## config.mk

```make
export PLATFORM = sky130hd
export DESIGN_NAME = multiplier
export DESIGN_NICKNAME = d
export VERILOG_FILES = /design/src/rtl/multiplier.sv
export SDC_FILE = /design/constraint.sdc
export NUM_CORES = 1
export LEC_CHECK = 0
export CAP_MARGIN = 20
export CORE_UTILIZATION = 50
export CTS_CLUSTER_SIZE = 16
export DETAILED_ROUTE_END_ITERATION = 10
export PLACE_DENSITY_LB_ADDON = 0.1
export SLEW_MARGIN = 20
export SYNTH_ARGS = -nofsm -noshare
export SYNTH_HDL_FRONTEND = slang
export SYNTH_SLANG_ARGS = --single-unit
```

## constraint.sdc

```tcl
create_clock -name clk -period 7.4 [get_ports clk]
set_input_delay 1.48 -clock clk [delete_from_list [all_inputs] [get_ports clk]]
set_output_delay 1.48 -clock clk [all_outputs]
set_load 0.02 [all_outputs]
```

## src/rtl/multiplier.sv

```systemverilog
// multiplier: sequential shift-add multiplier, one multiplier bit per clock; define MULTIPLIER_SIGNED_EN for two's complement operands
module multiplier #(
   parameter int WIDTH = 64
) (
   input  logic                 clk,
   input  logic                 rst_n,
   input  logic                 in_valid,
   output logic                 in_ready,
   input  logic [WIDTH-1:0]     a_in,
   input  logic [WIDTH-1:0]     b_in,
   output logic                 out_valid,
   input  logic                 out_ready,
   output logic [2*WIDTH-1:0]   prod
);
   localparam int CW = $clog2(WIDTH + 1);

   typedef enum logic [1:0] {IDLE, BUSY, DONE} state_t;

   state_t              state, state_nxt;
   logic [2*WIDTH-1:0]  mcand, acc, acc_nxt, result;
   logic [WIDTH-1:0]    mplier, a_mag, b_mag;
   logic [CW-1:0]       cnt;
   logic                last, accept;

   assign acc_nxt = mplier[0] ? acc + mcand : acc;
   assign last    = cnt == CW'(1);
   assign accept  = state == IDLE && in_valid;

`ifdef MULTIPLIER_SIGNED_EN
   logic sign;
   assign a_mag  = a_in[WIDTH-1] ? -a_in : a_in;
   assign b_mag  = b_in[WIDTH-1] ? -b_in : b_in;
   assign result = sign ? -acc_nxt : acc_nxt;
`else
   assign a_mag  = a_in;
   assign b_mag  = b_in;
   assign result = acc_nxt;
`endif

   // state register
   always_ff @(posedge clk) begin
      if (!rst_n) state <= IDLE;
      else        state <= state_nxt;
   end

   // next-state and handshake outputs
   always_comb begin
      state_nxt = state;
      case (state)
         IDLE:    state_nxt = in_valid  ? BUSY : IDLE;
         BUSY:    state_nxt = last      ? DONE : BUSY;
         DONE:    state_nxt = out_ready ? IDLE : DONE;
         default: state_nxt = IDLE;
      endcase
      in_ready  = state == IDLE;
      out_valid = state == DONE;
   end

   // operand load, shift-add iteration and result capture
   always_ff @(posedge clk) begin
      if (!rst_n) begin
         mcand  <= '0;
         mplier <= '0;
         acc    <= '0;
         cnt    <= '0;
         prod   <= '0;
`ifdef MULTIPLIER_SIGNED_EN
         sign   <= 1'b0;
`endif
      end else if (accept) begin
         mcand  <= {{WIDTH{1'b0}}, a_mag};
         mplier <= b_mag;
         acc    <= '0;
         cnt    <= CW'(WIDTH);
`ifdef MULTIPLIER_SIGNED_EN
         sign   <= a_in[WIDTH-1] ^ b_in[WIDTH-1];
`endif
      end else if (state == BUSY) begin
         acc    <= acc_nxt;
         mcand  <= mcand << 1;
         mplier <= mplier >> 1;
         cnt    <= cnt - CW'(1);
         if (last) prod <= result;
      end
   end
endmodule

```

Word-level counts from Yosys, hierarchy flattened

Cells that the tools add are included.

Bits of input ports: 132
Register bits after elaboration: 457
Output and inout bits: 130

Bitwise gates (word level): 2
Multiplexer cells: 11
Reduce and logical (&&, ||, !) cells: 5
Add/subtract/negate cells: 2
Eq/ne operators: 3

Operators by type and width:

| cell                  | number |
|---|---|
| $mux W64              | 4 |
| $add A128 B128 Y128   | 1 |
| $mux W128             | 1 |
| $mux W7               | 2 |
| $eq A7 B1 Y1 const B  | 1 |
| $sub A7 B1 Y7 const B | 1 |
| $pmux W2 S3           | 1 |
| $mux W2               | 2 |
| $reduce_and A3 Y1     | 1 |
| $eq A2 B1 Y1 const B  | 1 |
| $eq A2 B2 Y1 const B  | 1 |
| $logic_not A2 Y1      | 1 |
| $not A1 Y1            | 2 |
| $reduce_bool A2 Y1    | 1 |
| $reduce_or A2 Y1      | 1 |
| $logic_and A1 B1 Y1   | 1 |
| $mux W1               | 1 |

Longest topological paths before layout

Depth in word-level cells: 4
Gate-level depth with buffers: 12

Worst setup path before layout

Ideal clock, no wire load.

Path kind: register -> register
Start: reg mcand[0]
End: reg prod[70]
Data required time: 7.297 ns
Stages on the path, launching flop included: 13
Setup slack: 4.345 ns
Library setup time: 0.103 ns
Arrival time: 2.952 ns
Cell sequence: dfxtp_1 ha_1 fa_1 a211oi_1 o211ai_1 a41o_1 o21a_4 o211ai_4 a211oi_2 o21bai_2 and3_4 xor2_1 a2111oi_2

Longest elaborated chain between the ends: 2

Ends and longest elaborated chain:

| element                  | line | text |
|---|---|---|
| start: declaration       | 20   | `logic [2*WIDTH-1:0] mcand, acc, acc_nxt, result;` |
| start signal: assignment | 71   | `mcand <= {{WIDTH{1'b0}}, a_mag};` |
| start signal: assignment | 80   | `mcand <= mcand << 1;` |
| $add A128 B128 Y128      | 25   | `assign acc_nxt = mplier[0] ? acc + mcand : acc;` |
| $mux W128                | 25   |  |
| end signal: assignment   | 83   | `if (last) prod <= result;` |
| end: declaration         | 13   | `output logic [2*WIDTH-1:0] prod` |

Every way passes these cells.
A chain may end at the register's enable or synchronous reset.

Worst setup path in the final report

Start: reg acc[65]
End: reg prod[102]

Longest elaborated chain between the ends: 2

Ends and longest elaborated chain:

| element                  | line | text |
|---|---|---|
| start: declaration       | 20   |  |
| start signal: assignment | 79   | `acc <= acc_nxt;` |
| $add A128 B128 Y128      | 25   |  |
| $mux W128                | 25   |  |

Every way passes these cells.

==> results.sh <==
export IMPL_ff2ff_setup_slack_ns=3.23
export IMPL_postSynth_asyncResetShare_pct=0
export IMPL_leakagePower_nw=10.97
export IMPL_p_int_mw=4.259
export IMPL_post_dp_hpwl_mm=72.05
export IMPL_dp_slack_ns=3.113
export IMPL_num_antenna_cells=0
export IMPL_power_frac_clock_pct=42.1
export IMPL_clkLatencyLatePin_ns=0.61
export IMPL_die_area_um2=55450
export IMPL_syn_num_nets=3863
export IMPL_dr_pass1_iters=5
export IMPL_skew_ns=0.02537
export IMPL_worstPathArrival_ns=4.62
export IMPL_yosys_area_share_simple_pct=19.74
export IMPL_drc=0
export IMPL_cts_resized=0
export IMPL_dr_first_iter_drc_count=2795
export IMPL_cts_tree="done"
export IMPL_path_clk_slew_ns=0.07
export IMPL_io_buffers=261
export IMPL_rows=85
export IMPL_grt_pass1_wl_mm=149.1
export IMPL_postCtsSetupBuffers=0
export IMPL_min_path_type="flip-flop to flip-flop"
export IMPL_switching_share_pct=27.89
export IMPL_cts_hold_buf=0
export IMPL_rsz0062_at_grt="no"
export IMPL_boundaryPins=262
export IMPL_power_density_nw_per_um2=187.7
export IMPL_slew_violations=0
export IMPL_r2r_cells=11
export IMPL_whs_path_depth=2
export IMPL_ant_nets=0
export IMPL_seq_power_share_pct=44.6
export IMPL_syn_to_final_growth_pct=15.45
export IMPL_hp_start="mplier[9]$_SDFFE_PN0P_"
export IMPL_nets=3931
export IMPL_core_area_um2=53810
export IMPL_synth_edf_count=0
export IMPL_critical_path_class="flip-flop to flip-flop"
export IMPL_status="finished clean"
export IMPL_r2r_start="acc[65]$_SDFFE_PP0P_"
export IMPL_r2r_end="prod[102]$_SDFFE_PN0P_"
export IMPL_cts_path_max_buffers=3
export IMPL_yosysTopAreaCellShare_pct=33.56
export IMPL_synthAdderAreaFrac_pct=5.995
export IMPL_grt_overflow_total=0
export IMPL_yosysWarnings=0
export IMPL_crit_start="acc[65]$_SDFFE_PP0P_"
export IMPL_maxCapViolations=0
export IMPL_tightest_slew_ns=1.152
export IMPL_cts_htree_levels=2
export IMPL_syn_area_um2=27260
export IMPL_antenna_found_initial=1
export IMPL_grt_max_degree=117
export IMPL_avgSynthCellArea_um2=7.569
export IMPL_ir_drop_mv=0.1724
export IMPL_cts_root_buf="clkbuf_16"
export IMPL_start_kind="flip-flop"
export IMPL_finalHoldViolations=0
export IMPL_max_freq_mhz=240.1
export IMPL_yosysSeqAreaShare_pct=33.56
export IMPL_synth_area_top_cells="dfxtp_1, a21oi_1, nand2_1"
export IMPL_fin_crit_ns=4.166
export IMPL_synth_top_family_by_area="compound AO/OA/AOI/OAI gates"
export IMPL_synthMuxAreaShare_pct=2.566
export IMPL_via_count=27780
export IMPL_finalSetupViolations=0
export IMPL_ys_flop_type="dfxtp_1"
export IMPL_setup_ws_ns=3.234
export IMPL_wl_mm=96.46
export IMPL_wl_per_cell_um=21.90
export IMPL_finalSetupTns_ns=0
export IMPL_whs_endpoint="mplier[9]$_SDFFE_PN0P_"
export IMPL_syn_inst=3601
export IMPL_synth_compound_area_share_pct=29.79
export IMPL_die_x_um=235.5
export IMPL_layout_drive_gt1_share_pct=5.177
export IMPL_critPathMaxFanout=11
export IMPL_synth_largest_area_cell="dfxtp_1"
export IMPL_grt_usage_pct=33.67
export IMPL_ys_ff_latch=457
export IMPL_die_h_um=235.5
export IMPL_gp_congestion=1.046
export IMPL_combPwrFrac_pct=13.3
export IMPL_synth_xor_area_share_pct=3.727
export IMPL_relSlewSlack_pct=23.11
export IMPL_cp_end_kind="flip-flop"
export IMPL_cts_buffers_inserted=49
export IMPL_power_switching_mw=1.647
export IMPL_cts_sinks=457
export IMPL_cp_required_ns=7.85
export IMPL_fin_crit_sh_pct=56.29
export IMPL_vias_per_cell=6.307
export IMPL_yosysUniqueCellTypes=100
export IMPL_grt_pass1_vias=25880
export IMPL_initial_utilization_pct=50.65
[cells in the final DEF, fill, tap and decap left out, types with 10 or more instances in the layout]
master / count
nand2_1: 568
a21oi_1: 575
and3_1: 12
o21ai_0: 222
o31ai_1: 18
xnor2_1: 72
clkdlybuf4s50_1: 260
ha_1: 129
o21a_1: 21
and4_1: 14
xor2_1: 44
a211oi_1: 89
dfxtp_1: 456
clkbuf_1: 10
buf_4: 20
nor2_1: 269
clkbuf_16: 49
nor3_1: 55
a31oi_1: 36
o21ai_1: 28
nor2b_1: 10
inv_1: 39
nand3_1: 87
a22oi_1: 128
mux2i_1: 62
a21o_1: 46
o211ai_1: 16
nor4_1: 11
clkbuf_8: 12
or3_1: 15
nand2b_1: 13
o21bai_1: 25
nand4_1: 87
[metrics by stage]
| stage | instances | hold WS [ns] | cell area [um2] | power, mW | utilization [%] |
|---|---|---|---|---|---|
| after detailed placement | 4314 | 0.4467 | 29840 | 3.457 | 55.45 |
| after global placement | 4314 | 0.4420 | 29840 | 3.441 | 55.45 |
| after floorplan | 3601 | 0.4368 | 27260 | 3.193 | - |
| after global routing | 4405 | 0.4732 | 31470 | 6.105 | 58.48 |
| after CTS | 4405 | 0.4550 | 31470 | 5.927 | 58.48 |
| final | 4405 | 0.4544 | 31470 | 5.906 | 58.48 |
[worst max path at each step]
| stage | cells after the start | to | slack, ns |
|---|---|---|---|
| global placement | 6 | acc[86]$_SDFFE_PP0P_ | 3.16 |
| detailed placement | 6 | acc[86]$_SDFFE_PP0P_ | 3.11 |
| global route | 11 | acc[102]$_SDFFE_PP0P_ | 3.12 |
| floorplan | 12 | prod[70]$_SDFFE_PN0P_ | 4.34 |
| finish | 11 | prod[102]$_SDFFE_PN0P_ | 3.23 |
| CTS | 11 | acc[97]$_SDFFE_PP0P_ | 3.38 |
[logic make-up (layout without fill, tap and decap cells)]
group / count (synthesis) / after routing
AOI/OAI and AO/OA: 1320 / 1320
xor gates and xnor gates: 116 / 116
adders and majority gates: 130 / 130
buffers and inverters: 305 / 413
DFF: 457 / 457
muxes: 69 / 69
and+or+nand+nor: 1204 / 1204
[cells in the mapped netlist (55+ instances only)]
| library cell | count |
|---|---|
| a21oi_1 | 575 |
| nand2_1 | 571 |
| dfxtp_1 | 457 |
| nor2_1 | 273 |
| o21ai_0 | 222 |
| clkbuf_1 | 179 |
| ha_1 | 129 |
| a22oi_1 | 128 |
| a211oi_1 | 89 |
| nand3_1 | 87 |
| nand4_1 | 87 |
| xnor2_1 | 72 |
| mux2i_1 | 62 |
| buf_2 | 56 |
| nor3_1 | 55 |
[routing by layer]
metal / wire, um / part of all wire (%) / vias up / global-route usage, %
li1: - / - / 13240 / -
met1: 43490 / 45 / 13260 / 46.75
met5: 9 / 0.0093 / - / 0
met3: 6566 / 6.8 / 181 / 4.374
met2: 43430 / 45 / 1108 / 54.04
met4: 2966 / 3.1 / 2 / 10.70
[power groups by stage]
stage | clock (mW) | sequential, mW | combinational [mW]
4_1_cts | 2.52 | 2.63 | 0.776
3_5_place_dp | 0 | 2.69 | 0.771
5_1_grt | 2.61 | 2.65 | 0.853
3_3_place_gp | 0 | 2.68 | 0.759
2_1_floorplan | 0 | 2.67 | 0.518
6_report | 2.49 | 2.63 | 0.784
[registers in the layout, summed over array words and instances, names as in the netlist]
register and count:
mplier 64, state 2, cnt 7, mcand 128, acc 128, prod 128
[area by class of cell]
cell class                      count  area, um2
Fill cell                        4962      22350
Multi-Input combinational cell   2839      16900
Sequential cell                   457       9153
Timing Repair Buffer              281       2758
Clock buffer                       71       1429
Tap cell                          696      870.8
Clock inverter                     20      197.7
Inverter                           41      158.9
[worst max-delay path, cell delays in order, from the launching register on]
cell and delay, ns:
dfxtp_1 0.40, ha_1 0.59, nand4_1 0.34, nor2_1 0.40, nand3_1 0.14, nor2_1 0.23
a221oi_1 0.17, o31ai_1 0.66, nor2_1 0.26, o31ai_1 0.50, xnor2_1 0.21, o21ai_1 0.08
No activity file was read; power rests on OpenSTA's default activity.
